## config.mk

```make
export PLATFORM = sky130hd
export DESIGN_NAME = mem_align_sequencer
export DESIGN_NICKNAME = d
export VERILOG_FILES = /design/src/rtl/mem_align_sequencer.sv
export SDC_FILE = /design/constraint.sdc
export NUM_CORES = 1
export LEC_CHECK = 0
export BUFFER_PORTS_ARGS = -buffer_cell sky130_fd_sc_hd__buf_4
export CAP_MARGIN = 20
export CELL_PAD_IN_SITES_DETAIL_PLACEMENT = 1
export CELL_PAD_IN_SITES_GLOBAL_PLACEMENT = 1
export CORE_UTILIZATION = 40
export CTS_BUF_LIST = sky130_fd_sc_hd__clkbuf_8 sky130_fd_sc_hd__clkbuf_16
export DETAILED_ROUTE_END_ITERATION = 8
export PLACE_DENSITY_LB_ADDON = 0.1
export SYNTH_ARGS = -nofsm -noshare
export SYNTH_HDL_FRONTEND = slang
export SYNTH_SLANG_ARGS = --single-unit
```

## constraint.sdc

```tcl
create_clock -name clk -period 6.3 [get_ports clk]
set_input_delay 1.26 -clock clk [delete_from_list [all_inputs] [get_ports clk]]
set_output_delay 1.26 -clock clk [all_outputs]
set_load 0.01 [all_outputs]
```

## src/rtl/mem_align_sequencer.sv

```systemverilog
// Splits MEM-stage loads/stores into aligned LW reads and SW/SB writes for datamemory.
// Optional macro MISALIGN_TRAP_EN: trap misaligned requests instead of splitting them.
module mem_align_sequencer #(
  parameter int DM_ADDRESS = 9,
  parameter int DATA_W     = 32
) (
  input  logic                  clk,
  input  logic                  reset,
  input  logic                  req_valid,
  output logic                  req_ready,
  input  logic                  MemRead,
  input  logic                  MemWrite,
  input  logic [2:0]            Funct3,
  input  logic [DM_ADDRESS-1:0] addr,
  input  logic [DATA_W-1:0]     wdata,
  output logic                  resp_valid,
  output logic [DATA_W-1:0]     rd,
  output logic                  misalign_err,
  output logic                  dm_MemRead,
  output logic                  dm_MemWrite,
  output logic [DM_ADDRESS-1:0] dm_a,
  output logic [DATA_W-1:0]     dm_wd,
  output logic [2:0]            dm_Funct3,
  input  logic [DATA_W-1:0]     dm_rd
);
  localparam int WA = DM_ADDRESS - 2;
  localparam logic [2:0] F3_SB = 3'b000;
  localparam logic [2:0] F3_SW = 3'b010;

  typedef enum logic [2:0] {IDLE, LD_LO, LD_HI, ST_SEQ, RESP} state_t;
  state_t state, next_state;

  logic                  is_load_q;
  logic                  single_q;
  logic                  cross_q;
  logic [1:0]            k_q;
  logic [1:0]            klast_q;
  logic [2:0]            f3_q;
  logic [DM_ADDRESS-1:0] addr_q;
  logic [DATA_W-1:0]     wdata_q;
  logic [DATA_W-1:0]     lo_q;
  logic [DATA_W-1:0]     hi_q;

  logic       req_fire;
  logic       req_load;
  logic       req_store;
  logic       req_cross;
  logic       req_single;
  logic       req_trap;
  logic [2:0] req_size;
  logic [1:0] req_klast;
  logic [3:0] req_end;

  // Request decode; a request with both flags set is handled as a store.
  always_comb begin
    req_fire  = req_valid && (state == IDLE);
    req_store = MemWrite;
    req_load  = MemRead && !MemWrite;
    if (req_store) begin
      case (Funct3)
        3'b000:  begin req_size = 3'd1; req_klast = 2'd0; end
        3'b001:  begin req_size = 3'd2; req_klast = 2'd1; end
        default: begin req_size = 3'd4; req_klast = 2'd3; end
      endcase
    end else begin
      case (Funct3)
        3'b000, 3'b100: begin req_size = 3'd1; req_klast = 2'd0; end
        3'b001, 3'b101: begin req_size = 3'd2; req_klast = 2'd1; end
        default:        begin req_size = 3'd4; req_klast = 2'd3; end
      endcase
    end
    req_end    = {2'b00, addr[1:0]} + {1'b0, req_size};
    req_cross  = req_load && (req_end > 4'd4);
    req_single = req_store && (req_size == 3'd4) && (addr[1:0] == 2'b00);
`ifdef MISALIGN_TRAP_EN
    req_trap = (req_load || req_store) &&
               (((req_size == 3'd2) && addr[0]) ||
                ((req_size == 3'd4) && (addr[1:0] != 2'b00)));
`else
    req_trap = 1'b0;
`endif
  end

  always_ff @(posedge clk) begin
    if (reset) state <= IDLE;
    else       state <= next_state;
  end

  always_comb begin
    next_state = state;
    case (state)
      IDLE: begin
        if (req_fire) begin
          if (req_trap)       next_state = RESP;
          else if (req_store) next_state = ST_SEQ;
          else if (req_load)  next_state = LD_LO;
          else                next_state = RESP;
        end
      end
      LD_LO:   next_state = cross_q ? LD_HI : RESP;
      LD_HI:   next_state = RESP;
      ST_SEQ:  if (k_q == klast_q) next_state = RESP;
      RESP:    next_state = IDLE;
      default: next_state = IDLE;
    endcase
  end

  // Request capture, read-word capture and byte-write counter.
  always_ff @(posedge clk) begin
    if (reset) begin
      is_load_q <= 1'b0;
      single_q  <= 1'b0;
      cross_q   <= 1'b0;
      k_q       <= 2'd0;
      klast_q   <= 2'd0;
      f3_q      <= 3'd0;
      addr_q    <= '0;
      wdata_q   <= '0;
      lo_q      <= '0;
      hi_q      <= '0;
    end else begin
      if (req_fire) begin
        is_load_q <= req_load && !req_trap;
        single_q  <= req_single;
        cross_q   <= req_cross;
        klast_q   <= req_single ? 2'd0 : req_klast;
        k_q       <= 2'd0;
        f3_q      <= Funct3;
        addr_q    <= addr;
        wdata_q   <= wdata;
      end
      if (state == LD_LO)  lo_q <= dm_rd;
      if (state == LD_HI)  hi_q <= dm_rd;
      if (state == ST_SEQ) k_q  <= k_q + 2'd1;
    end
  end

`ifdef MISALIGN_TRAP_EN
  logic err_q;

  always_ff @(posedge clk) begin
    if (reset)         err_q <= 1'b0;
    else if (req_fire) err_q <= req_trap;
  end
`endif

  logic [WA-1:0]         word_q;
  logic [DM_ADDRESS-1:0] byte_a;
  logic [7:0]            st_byte;
  logic [DATA_W-1:0]     ld_shift;
  logic [DATA_W-1:0]     ld_ext;

  // All dm_* outputs depend only on state and captured registers.
  always_comb begin
    word_q   = addr_q[DM_ADDRESS-1:2];
    byte_a   = addr_q + DM_ADDRESS'(k_q);
    st_byte  = wdata_q[{k_q, 3'b000} +: 8];
    ld_shift = DATA_W'({hi_q, lo_q} >> {addr_q[1:0], 3'b000});
    case (f3_q)
      3'b000:  ld_ext = {{24{ld_shift[7]}}, ld_shift[7:0]};
      3'b100:  ld_ext = {24'd0, ld_shift[7:0]};
      3'b001:  ld_ext = {{16{ld_shift[15]}}, ld_shift[15:0]};
      3'b101:  ld_ext = {16'd0, ld_shift[15:0]};
      default: ld_ext = ld_shift;
    endcase

    req_ready   = (state == IDLE);
    resp_valid  = 1'b0;
    rd          = '0;
    dm_MemRead  = 1'b0;
    dm_MemWrite = 1'b0;
    dm_a        = '0;
    dm_wd       = '0;
    dm_Funct3   = F3_SW;
    case (state)
      LD_LO: begin
        dm_MemRead = 1'b1;
        dm_a       = {word_q, 2'b00};
      end
      LD_HI: begin
        dm_MemRead = 1'b1;
        dm_a       = {word_q + WA'(1), 2'b00};
      end
      ST_SEQ: begin
        dm_MemWrite = 1'b1;
        if (single_q) begin
          dm_a  = addr_q;
          dm_wd = wdata_q;
        end else begin
          dm_Funct3 = F3_SB;
          dm_a      = byte_a;
          dm_wd     = DATA_W'(st_byte) << {byte_a[1:0], 3'b000};
        end
      end
      RESP: begin
        resp_valid = 1'b1;
        if (is_load_q) rd = ld_ext;
      end
      default: ;
    endcase

`ifdef MISALIGN_TRAP_EN
    misalign_err = (state == RESP) && err_q;
`else
    misalign_err = 1'b0;
`endif
  end

endmodule

```

==> metrics.log, run 1 <==
[metrics] share of post-route cells with drive strength above 1: 0.2478
[metrics] Leak Pwr: slightly below 3 nW
[metrics] setup repair after global routing missed its margin: no
[metrics] setup total negative slack: 0 ns
[metrics] signed area change from the synthesized netlist to the final layout: 26.87%
[metrics] number of cells in the finished layout apart from fillers: between 1000 and 1500
[metrics] CTS buffer count: 9
[metrics] Post-Route Utilization: 0.5224
[metrics] worst voltage drop across the vdd grid: around 0.00016 V
[metrics] final non-filler cell area: between 7000 and 8000 um^2
[metrics] Yosys Warn Count: 0
[metrics] critical path launch point type: flop
[metrics] final WL: between 20000 and 25000 um
[metrics] clock-pin slew on the worst setup and hold paths: roughly 0.070 ns
[metrics] H-tree Lvls: 3
[metrics] most common library cells after synthesis: 233 x nand2_1, 139 x a21oi_1, 110 x dfxtp_1, 41 x clkbuf_1, 32 x a22o_1
[metrics] dominant register cell in the synthesized netlist: dfxtp_1
[metrics] final max-slew violation count: 0
[metrics] Achievable Freq: between 200 and 250 MHz
[metrics] total of max-cap violations: 0
[metrics] number of fillers in the final layout: 1778
[metrics] flops & latches, synth: between 100 and 150
[metrics] Rel. slew slack: 0.2711
[metrics] post-DR vias/cell: 5.542
[metrics] insertion delay of the later-clocked pin in the worst-skew pair: between 0.3 and 0.4 ns
[metrics] clock net sink count: 110
[metrics] worst setup path class: reg2out
[metrics] count of inserted antenna diode cells: 0
[metrics] register cell area after layout: between 2000 and 2500 um^2
[metrics] Power per Cell Area: 244.8 nW/um^2
[metrics] crit path DAT: 3.22 ns
[metrics] input/output buffers: about 160
[metrics] clk_skew: 0.006596 ns
[metrics] critical-path cell with the highest stage delay: nor3_1
[metrics] cell count after synthesis: about 790
[metrics] hold buffer count at cts: 0
[metrics] cell breakdown of the critical path: ha_1 -> fa_1 -> nand2b_1 -> nor3_1 -> a22o_1 -> buf_4
[metrics] Largest stage delay, worst path: between 0.8 and 0.9 ns
[metrics] I/O pin count: 162
[metrics] Core Region: 14590 um^2
[metrics] CTS Buffer Depth: 2
[metrics] initial core utilization: 0.4117
[metrics] Post-CTS Setup Repair Bufs: 0
[metrics] net count of the finished layout: just under 1000
[metrics] footprint of the multi-input gates: between 3000 and 4000 um^2
[metrics] Tmin final: between 4 and 5 ns
[metrics] count of flip-flops with a built-in enable after synthesis: 0
[metrics] final-report setup violation count: 0
[metrics] width of the die: roughly 120 um
[metrics] Cell Rows: 44
[metrics] TritonCTS clock tree: done
[metrics] RD Place Congestion: roughly 0.95
[metrics] number of resized instances in the post-cts repair step: 0
[metrics] Synth top area share: 0.3666
[metrics] library cell used as clock root buffer: clkbuf_16
[metrics] initial DRC count: between 300 and 400
[metrics] top area cells in the synthesized netlist: dfxtp_1 37%, nand2_1 15%, a21oi_1 12%
[metrics] Hold Crit Class: reg2reg
[metrics] run status: completed
[metrics] pin count of the biggest net entering global routing: around 110
[metrics] type of element capturing the critical path: output pin
[metrics] global-route wire length before repair: 31980 um
[metrics] detailed-router iteration count before antenna repair: 4
[metrics] Data required, critical path: roughly 5 ns
[metrics] Worst-Margin Slew: between 1 and 1.5 ns
[metrics] initial antenna violation count: 0
[metrics] average wire per standard cell: 18.38 um
[metrics] distinct cell type count of the synthesized netlist: 54
[metrics] die span in y: roughly 120 um
[metrics] DRC Markers: 0
[metrics] Syn Area/Cell: 7.594 um^2
[metrics] largest fanout of any net on the critical path: 14
[metrics] number of global-route vias before repair: between 6000 and 7000
[metrics] cell area after placement: about 7000 um^2
[metrics] placement-stage worst setup slack: 2.190 ns
[metrics] Fin. Hold Viols: 0
[metrics] setup ws final: approximately 1.8 ns
[metrics] count leader, synth: nand2_1
[metrics] count of vias placed by the detailed router: 6052
[metrics] cell count after placement: 1074
[metrics] library cell with the largest summed area after synthesis: dfxtp_1
[metrics] total grt overflow: 0
[metrics] Detail Placement HPWL: 14470 um
[metrics] Period Utilization, post-route: 0.7108
[metrics] Post-synth ARST share: 0
[metrics] global routing usage summed across all routing layers: 0.2592
[metrics] Syn Std Cell Area: approximately 6000 um^2
[metrics] post-detailed-route count of antenna-violating nets: 0
[metrics] sequential element share of the synthesized area: 0.3666
[metrics] overall die area: around 16000 um^2
routing by layer:
| layer | vias to the layer above | wire (um) | global-route usage |
|---|---|---|---|
| li1 | 2943 | - | - |
| met1 | 2912 | 8728 | 0.3277 |
| met2 | 167 | 9813 | 0.4417 |
| met3 | 30 | 1010 | 0.03909 |
| met4 | 0 | 515 | 0.1013 |
| met5 | - | 0 | 0 |
sequential cells by signal (all words and copies together), names as in the netlist:
signal / count
f3_q: 3
single_q: 1
hi_q: 24
lo_q: 32
wdata_q: 32
is_load_q: 1
k_q: 2
addr_q: 9
cross_q: 1
klast_q: 2
state: 3
cells by family after synthesis:
family	count (synthesis)	share of synthesized area
DFF	110	0.3666
other	1	0.0006243
muxes	49	0.1014
adders and majority gates	7	0.01708
AOI/OAI and AO/OA	229	0.2252
buffers and inverters	77	0.05499
xor gates and xnor gates	4	0.005833
and+or+nand+nor	314	0.2283
through the flow:
step | power [mW] | hold WS [ns]
3_3_place_gp | 1.166 | 0.4400
3_5_place_dp | 1.185 | 0.4469
4_1_cts | 1.872 | 0.4564
5_1_grt | 1.951 | 0.4807
2_1_floorplan | 1.047 | 0.4329
6_report | 1.866 | 0.4576
path summary, 6_finish.rpt:
| path | start | endpoint | slack [ns] | cells after the start |
|---|---|---|---|---|
| setup / recovery | k_q[0] | dm_wd[20] | 1.82 | 6 |
| hold / removal | hi_q[15] | hi_q[15] | 0.46 | 2 |
| setup reg to reg | state[0] | klast_q[0] | 3.80 | 6 |
| hold reg to reg | hi_q[15] | hi_q[15] | 0.46 | 2 |
critical path: cells and delay by family (launching register included):
kind                       cells  cell delay, ns
DFF                            1            0.54
buffers and inverters          1            0.13
and+or+nand+nor                2            0.96
AOI/OAI and AO/OA              1            0.28
adders and majority gates      2            0.94
layout by cell type, fill, tap and decap left out, types with 3 or more instances in the layout:
master / n
a21oi_1: 139
a22o_1: 32
and2_1: 4
buf_4: 165
bufinv_16: 4
clkbuf_16: 9
conb_1: 3
dfxtp_1: 108
ha_1: 5
inv_1: 8
mux2_2: 15
mux2i_1: 26
mux4_2: 8
nand2_1: 233
nand2b_1: 10
nand3_1: 8
nor2_1: 22
nor2b_1: 4
nor3_1: 8
nor3_2: 5
o211ai_1: 8
o21ai_0: 29
or2_2: 8
or4b_1: 3
xor2_1: 3
area by class of cell:
type | count | share of cell area
clock buffer | 9 | 0.02955
clock inverter | 6 | 0.01773
inverter | 9 | 0.004433
multi-input combinational | 606 | 0.4581
sequential | 110 | 0.2893
tap | 184 | 0.03021
timing repair buffer | 168 | 0.1707
where the power goes:
| part | switching [mW] | internal [mW] |
|---|---|---|
| clock | 0.262 | 0.426 |
| combinational | 0.213 | 0.150 |
| sequential | 0.0642 | 0.751 |
| total | 0.539 | 1.33 |
Note: power is estimated with default switching activity, not from simulation.
==> run 2: changes to the inputs <==
--- a/config.mk
+++ b/config.mk
@@ -5,11 +5,12 @@
 export SDC_FILE = /design/constraint.sdc
 export NUM_CORES = 1
 export LEC_CHECK = 0
+export ABC_AREA = 1
 export BUFFER_PORTS_ARGS = -buffer_cell sky130_fd_sc_hd__buf_4
 export CAP_MARGIN = 20
 export CELL_PAD_IN_SITES_DETAIL_PLACEMENT = 1
 export CELL_PAD_IN_SITES_GLOBAL_PLACEMENT = 1
-export CORE_UTILIZATION = 40
+export CORE_UTILIZATION = 36
 export CTS_BUF_LIST = sky130_fd_sc_hd__clkbuf_8 sky130_fd_sc_hd__clkbuf_16
 export DETAILED_ROUTE_END_ITERATION = 8
 export PLACE_DENSITY_LB_ADDON = 0.1
==> constraint.sdc (replaced) <==
create_clock -name clk -period 4.5 [get_ports clk]
set_input_delay 0.9 -clock clk [delete_from_list [all_inputs] [get_ports clk]]
set_output_delay 0.9 -clock clk [all_outputs]
set_load 0.01 [all_outputs]
==> metrics.log, run 2 <==
[metrics] run status: completed
[metrics] number of cells in the finished layout apart from fillers: 1417 (+30%)
[metrics] RD Place Congestion: 0.8702 (-8.6%)
[metrics] share of post-route cells with drive strength above 1: 0.1703 (-0.07750)
[metrics] Fin. Hold Viols: 0 (unchanged)
[metrics] global-route wire length before repair: 38380 um (+20%)
[metrics] width of the die: 136.3 um (+9.4%)
[metrics] Tmin final: ~3.7 ns
[metrics] crit path DAT: 2.84 ns (-0.38 ns)
[metrics] final-report setup violation count: 0 (unchanged)
[metrics] count of flip-flops with a built-in enable after synthesis: 0 (unchanged)
[metrics] Syn Std Cell Area: 6494 um^2 (+8.1%)
[metrics] largest fanout of any net on the critical path: 20 (+6)
[metrics] number of resized instances in the post-cts repair step: 0 (unchanged)
[metrics] net count of the finished layout: 1275 (+29%)
[metrics] most common library cell in the layout ignoring fill and taps: nand2_1
[metrics] Post-CTS Setup Repair Bufs: 0 (unchanged)
[metrics] CTS Buffer Depth: 2 (unchanged)
[metrics] count of inserted antenna diode cells: 0 (unchanged)
[metrics] hold buffer count at cts: 0 (unchanged)
[metrics] dominant register cell in the synthesized netlist: dfxtp_1
[metrics] initial DRC count: 569 (+45%)
[metrics] library cell with the largest summed area after synthesis: dfxtp_1
[metrics] Syn Area/Cell: 6.024 um^2 (-21%)
[metrics] I/O pin count: 162 (unchanged)
[metrics] final WL: 24380 um (+21%)
[metrics] clock-pin slew on the worst setup and hold paths: 0.08 ns (about the same)
[metrics] H-tree Lvls: 3 (unchanged)
[metrics] Period Utilization, post-route: 0.8317
[metrics] setup repair after global routing missed its margin: no
[metrics] sequential element share of the synthesized area: 0.3391 (-0.02748)
[metrics] detailed-router iteration count before antenna repair: 5 (+1)
[metrics] most common library cells after synthesis: 359 x nand2_1, 141 x a21oi_1, 117 x nor2_1, 110 x dfxtp_1, 101 x nand3_1
[metrics] pin count of the biggest net entering global routing: 57 (-49%)
[metrics] CTS buffer count: 9 (unchanged)
[metrics] Achievable Freq: around 270 MHz
[metrics] distinct cell type count of the synthesized netlist: 31 (-43%)
[metrics] die span in y: 136.3 um (+9.4%)
[metrics] overall die area: 18580 um^2 (+20%)
[metrics] Leak Pwr: 3.451 nW (+16%)
[metrics] endpoint of the worst hold path: lo_q[5]
[metrics] Data required, critical path: 3.60 ns (-1.44 ns)
[metrics] Worst-Margin Slew: 0.9574 ns (-0.1276 ns)
[metrics] worst voltage drop across the vdd grid: 0.0002122 V (+32%)
[metrics] flops & latches, synth: 110 (unchanged)
[metrics] signed area change from the synthesized netlist to the final layout: 23.68%
[metrics] initial antenna violation count: 0 (unchanged)
[metrics] hold wc startpoint: lo_q[5]
[metrics] type of element capturing the critical path: output pin
[metrics] setup slack of the most critical reg-to-reg path: 2.17 ns (-1.63 ns)
[metrics] Rel. slew slack: 0.3608 (+0.08971)
[metrics] cell count after synthesis: 1078 (+36%)
[metrics] WHS Path Cells: 2 (unchanged)
[metrics] library cell used as clock root buffer: clkbuf_16
[metrics] Core Region: 17480 um^2 (+20%)
[metrics] worst setup path class: reg2out
[metrics] global routing usage summed across all routing layers: 0.2669 (+0.007668)
[metrics] commonest cells after routing, fill and taps aside: 359 x nand2_1, 171 x buf_4, 141 x a21oi_1
[metrics] top area cells in the synthesized netlist: dfxtp_1 34%, nand2_1 21%, a21oi_1 11%
[metrics] number of global-route vias before repair: 6997 (+14%)
[metrics] Cell Rows: 48 (+9.1%)
[metrics] count of cells along the worst register-to-register path: 7 (+1)
[metrics] Synth top area share: 0.3391 (-0.02748)
[metrics] setup total negative slack: 0 ns (unchanged)
[metrics] Hold Crit Class: reg2reg
[metrics] total of max-cap violations: 0 (unchanged)
[metrics] cell count after placement: 1400 (+30%)
[metrics] clk_skew: 0.01036 ns (+0.003759 ns)
[metrics] Post-Route Utilization: 0.4596 (-0.06283)
[metrics] Largest regs: lo_q: 32 flops, wdata_q: 32 flops, hi_q: 24 flops
[metrics] initial core utilization: 0.3716 (-0.04019)
[metrics] TritonCTS clock tree: done
[metrics] Yosys Warn Count: 0 (unchanged)
[metrics] post-detailed-route count of antenna-violating nets: 0 (unchanged)
[metrics] DRC Markers: 0 (unchanged)
[metrics] Power per Cell Area: 323.1 nW/um^2 (+32%)
[metrics] clock net sink count: 110 (unchanged)
[metrics] count leader, synth: nand2_1
[metrics] Detail Placement HPWL: 17280 um (+19%)
[metrics] Post-synth ARST share: 0 (unchanged)
[metrics] count of vias placed by the detailed router: 7543 (+25%)
[metrics] average wire per standard cell: 17.20 um (-6.4%)
[metrics] worst r2r dst: state[1]
[metrics] total grt overflow: 0 (unchanged)
[metrics] input/output buffers: 158 (unchanged)
[metrics] critical path launch point type: flop
[metrics] final max-slew violation count: 0 (unchanged)
[metrics] insertion delay of the later-clocked pin in the worst-skew pair: 0.36 ns (about the same)
[metrics] critical register-to-register path startpoint: k_q[0]
[metrics] post-DR vias/cell: 5.323 (-3.9%)
-- run 2: cells by family (layout without fill, tap and decap cells) --
kind of cell / after synthesis / after routing / synth area share
other: 1 / 3 / 0.0005775
adders and majority gates: 7 / 7 / 0.01580
and+or+nand+nor: 595 / 595 / 0.3738
buffers and inverters: 144 / 256 / 0.09422
DFF: 110 / 110 / 0.3391
AOI/OAI and AO/OA: 221 / 221 / 0.1765
-- run 2: area by class of cell --
cell class	count	area, um^2
well taps	225	281.5
multi-input cells	826	3687
flip-flops and latches	110	2203
clock buffers	9	225.2
fillers	2412	9445
inverters	68	255.2
repair buffers	172	1299
clock inverters	7	80.08
-- run 2: per-stage QoR --
| stage | hold WS [ns] | total power [mW] | instance area [um^2] | setup WS, ns |
|---|---|---|---|---|
| after floorplan | 0.4292 | 1.545 | 6501 | 1.708 |
| after global placement | 0.4456 | 1.758 | 7711 | 1.206 |
| after detailed placement | 0.4477 | 1.769 | 7711 | 1.198 |
| after CTS | 0.4623 | 2.615 | 8016 | 0.7544 |
| after global routing | 0.4765 | 2.740 | 8031 | 0.4365 |
| final | 0.4617 | 2.595 | 8031 | 0.7573 |
-- run 2: how the worst max path moves through the flow --
stage                start   endpoint  slack (ns)
floorplan           k_q[0]  dm_wd[21]        1.71
global placement    k_q[0]  dm_wd[15]        1.21
detailed placement  k_q[0]   dm_wd[9]        1.20
CTS                 k_q[0]   dm_wd[4]        0.75
global route        k_q[0]   dm_wd[4]        0.44
finish              k_q[0]   dm_wd[9]        0.76
-- run 2: worst max-delay path, cell delays in order (launching register included) --
cell and delay (ns):
dfxtp_1 0.83, ha_1 0.35, fa_1 0.46, nor2_1 0.11, buf_4 0.24, nand2_1 0.09
a21oi_1 0.23, buf_4 0.17
-- run 2: per-layer routing --
layer,share of wire,up-vias,track usage
li1,-,3695,-
met2,0.44,210,0.3917
met5,0,-,0
met3,0.059,16,0.03393
met4,0.0083,0,0.06235
met1,0.49,3622,0.4064
-- run 2: power breakdown --
group / internal (mW) / switching, mW / leakage, nW
clock: 0.441 / 0.399 / 0.149
combinational: 0.205 / 0.410 / 2.40
sequential: 1.06 / 0.0829 / 0.902
==> run 3: changes to the inputs <==
--- a/config.mk
+++ b/config.mk
@@ -10,7 +10,7 @@
 export CAP_MARGIN = 20
 export CELL_PAD_IN_SITES_DETAIL_PLACEMENT = 1
 export CELL_PAD_IN_SITES_GLOBAL_PLACEMENT = 1
-export CORE_UTILIZATION = 36
+export CORE_UTILIZATION = 33
 export CTS_BUF_LIST = sky130_fd_sc_hd__clkbuf_8 sky130_fd_sc_hd__clkbuf_16
 export DETAILED_ROUTE_END_ITERATION = 8
 export PLACE_DENSITY_LB_ADDON = 0.1
==> constraint.sdc (replaced) <==
create_clock -name clk -period 3.3 [get_ports clk]
set_input_delay 0.66 -clock clk [delete_from_list [all_inputs] [get_ports clk]]
set_output_delay 0.66 -clock clk [all_outputs]
set_load 0.01 [all_outputs]
==> metrics.log, run 3 (synthesis results as in run 2) <==
[metrics] switching power: 1.211 mW (+36%)
[metrics] Data required, critical path: 2.64 ns (-0.96 ns)
[metrics] final WL: 24740 um (+1.5%)
[metrics] average wire per standard cell: 16.95 um (-1.5%)
[metrics] setup total negative slack: 0 ns (unchanged)
[metrics] global-route wire length before repair: 38790 um (+1.1%)
[metrics] Period Utilization, post-route: 0.9262
[metrics] clock-pin slew on the worst setup and hold paths: 0.07 ns (about the same)
[metrics] total chip power: 3.524 mW (+36%)
[metrics] width of the die: 142.3 um (+4.4%)
[metrics] clock net sink count: 110 (unchanged)
[metrics] post-detailed-route count of antenna-violating nets: 0 (unchanged)
[metrics] initial antenna violation count: 0 (unchanged)
[metrics] run status: completed
[metrics] total of max-cap violations: 0 (unchanged)
[metrics] Fin. Hold Viols: 0 (unchanged)
[metrics] Largest regs: lo_q: 32 flops, wdata_q: 32 flops, hi_q: 24 flops
[metrics] input/output buffers: 158 (unchanged)
[metrics] portion of total power attributed to sequential cells: 0.440 (about the same)
[metrics] final max-slew violation count: 0 (unchanged)
[metrics] share of post-route cells with drive strength above 1: 0.1758 (+0.005531)
[metrics] largest fanout of any net on the critical path: 14 (-30%)
[metrics] share of power burned in the clock network: 0.321 (-0.003)
[metrics] count of inserted antenna diode cells: 0 (unchanged)
[metrics] Rel. slew slack: 0.4409 (+0.08011)
[metrics] Hold Crit Class: reg2reg
[metrics] Achievable Freq: approximately 330 MHz
[metrics] number of global-route vias before repair: 7063 (+0.94%)
[metrics] register cell area after layout: 2203 um^2 (unchanged)
[metrics] footprint of the multi-input gates: 3687 um^2 (unchanged)
[metrics] net count of the finished layout: 1283 (+0.63%)
[metrics] setup repair after global routing missed its margin: no
[metrics] CTS Buffer Depth: 2 (unchanged)
[metrics] H-tree Lvls: 3 (unchanged)
[metrics] critical path launch point type: flop
[metrics] Power per Cell Area: 433.7 nW/um^2 (+34%)
[metrics] die span in y: 142.3 um (+4.4%)
[metrics] worst setup path class: reg2out
[metrics] pin count of the biggest net entering global routing: 56 (-1.8%)
[metrics] overall die area: 20240 um^2 (+9.0%)
[metrics] Tmin final: 3.057 ns
[metrics] final-report setup violation count: 0 (unchanged)
[metrics] insertion delay of the later-clocked pin in the worst-skew pair: 0.37 ns (about the same)
[metrics] Core Region: 19020 um^2 (+8.8%)
[metrics] worst voltage drop across the vdd grid: 0.0002306 V (+8.7%)
[metrics] logic gate share of total power: 0.239 (+0.002)
[metrics] crit path DAT: 2.40 ns (-0.44 ns)
[metrics] detailed-router iteration count before antenna repair: 5 (unchanged)
[metrics] global routing usage summed across all routing layers: 0.2471 (-0.01980)
[metrics] I/O pin count: 162 (unchanged)
[metrics] total grt overflow: 0 (unchanged)
[metrics] critical register-to-register path startpoint: state[2]
[metrics] Worst-Margin Slew: 0.8374 ns (-0.1200 ns)
[metrics] signed area change from the synthesized netlist to the final layout: 25.14%
[metrics] Leak Pwr: 3.491 nW (+1.1%)
[metrics] Post-CTS Setup Repair Bufs: 0 (unchanged)
[metrics] switching power share of the total: 0.3435 (-0.0003576)
[metrics] DRC Markers: 0 (unchanged)
[metrics] Cell Rows: 50 (+4.2%)
[metrics] type of element capturing the critical path: output pin
[metrics] CTS buffer count: 9 (unchanged)
[metrics] CP startpoint: addr_q[0]
[metrics] initial core utilization: 0.3414 (-0.03012)
[metrics] count of vias placed by the detailed router: 7392 (-2.0%)
[metrics] clk_skew: 0.01196 ns (+0.001604 ns)
[metrics] Internal Pwr Total: 2.314 mW (+36%)
[metrics] library cell used as clock root buffer: clkbuf_16
[metrics] initial DRC count: 484 (-15%)
[metrics] TritonCTS clock tree: done
[metrics] RD Place Congestion: 0.8458 (-2.8%)
[metrics] hold wc startpoint: lo_q[7]
[metrics] commonest cells after routing, fill and taps aside: 359 x nand2_1, 180 x buf_4, 141 x a21oi_1
[metrics] number of resized instances in the post-cts repair step: 0 (unchanged)
[metrics] post-DR vias/cell: 5.063 (-4.9%)
[metrics] Detail Placement HPWL: 17790 um (+2.9%)
[metrics] number of fillers in the final layout: 2634 (+9.2%)
[metrics] most common library cell in the layout ignoring fill and taps: nand2_1
[metrics] hold buffer count at cts: 0 (unchanged)
## run 3: area by class of cell
type,instances,share of cell area
Multi-Input combinational cell,826,0.4537
Sequential cell,110,0.2711
Timing Repair Buffer,180,0.1663
Tap cell,260,0.04003
Clock buffer,12,0.03279
Inverter,68,0.03141
Clock inverter,4,0.004619
## run 3: worst paths after layout
kind	endpoint	slack, ns	cells after the start
worst min register to register	lo_q[7]	0.47	2
worst max-delay path	dm_wd[31]	0.24	8
worst max register to register	wdata_q[7]	1.18	7
worst min-delay path	lo_q[7]	0.47	2
## run 3: power groups by stage
stage               Clock, mW  Combinational (mW)  Sequential, mW
detailed placement          0               0.838            1.58
global route             1.21               0.947            1.57
CTS                      1.16               0.843            1.55
finish                   1.13               0.842            1.55
floorplan                   0               0.578            1.53
global placement            0               0.828            1.58
## run 3: layer usage
metal / vias up / routed length, um / global-route usage
li1: 3703 / - / -
met1: 3479 / 12680 / 0.3693
met2: 186 / 10520 / 0.3648
met3: 24 / 1167 / 0.03769
met4: 0 / 363 / 0.06338
met5: - / 0 / 0
## run 3: metrics by stage
| step | utilization | cell area [um^2] | std cells | hold slack, ns | worst slack (ns) |
|---|---|---|---|---|---|
| final | 0.4273 | 8127 | 1460 | 0.4655 | 0.2434 |
| after global routing | 0.4273 | 8127 | 1460 | 0.4854 | 0.05369 |
| after CTS | 0.4273 | 8127 | 1460 | 0.4656 | 0.2230 |
| after detailed placement | 0.4113 | 7823 | 1444 | 0.4550 | 0.6329 |
| after global placement | 0.4113 | 7823 | 1444 | 0.4477 | 0.6662 |
| after floorplan | - | 6501 | 1080 | 0.4292 | 0.7477 |
## run 3: worst max-delay path, cell delays in order (launching register included)
cell and delay, ns:
dfxtp_2 0.33, ha_1 0.22, fa_1 0.54, inv_1 0.05, nor2_1 0.26, buf_4 0.27
nand2_1 0.08, a21oi_1 0.14, buf_4 0.14
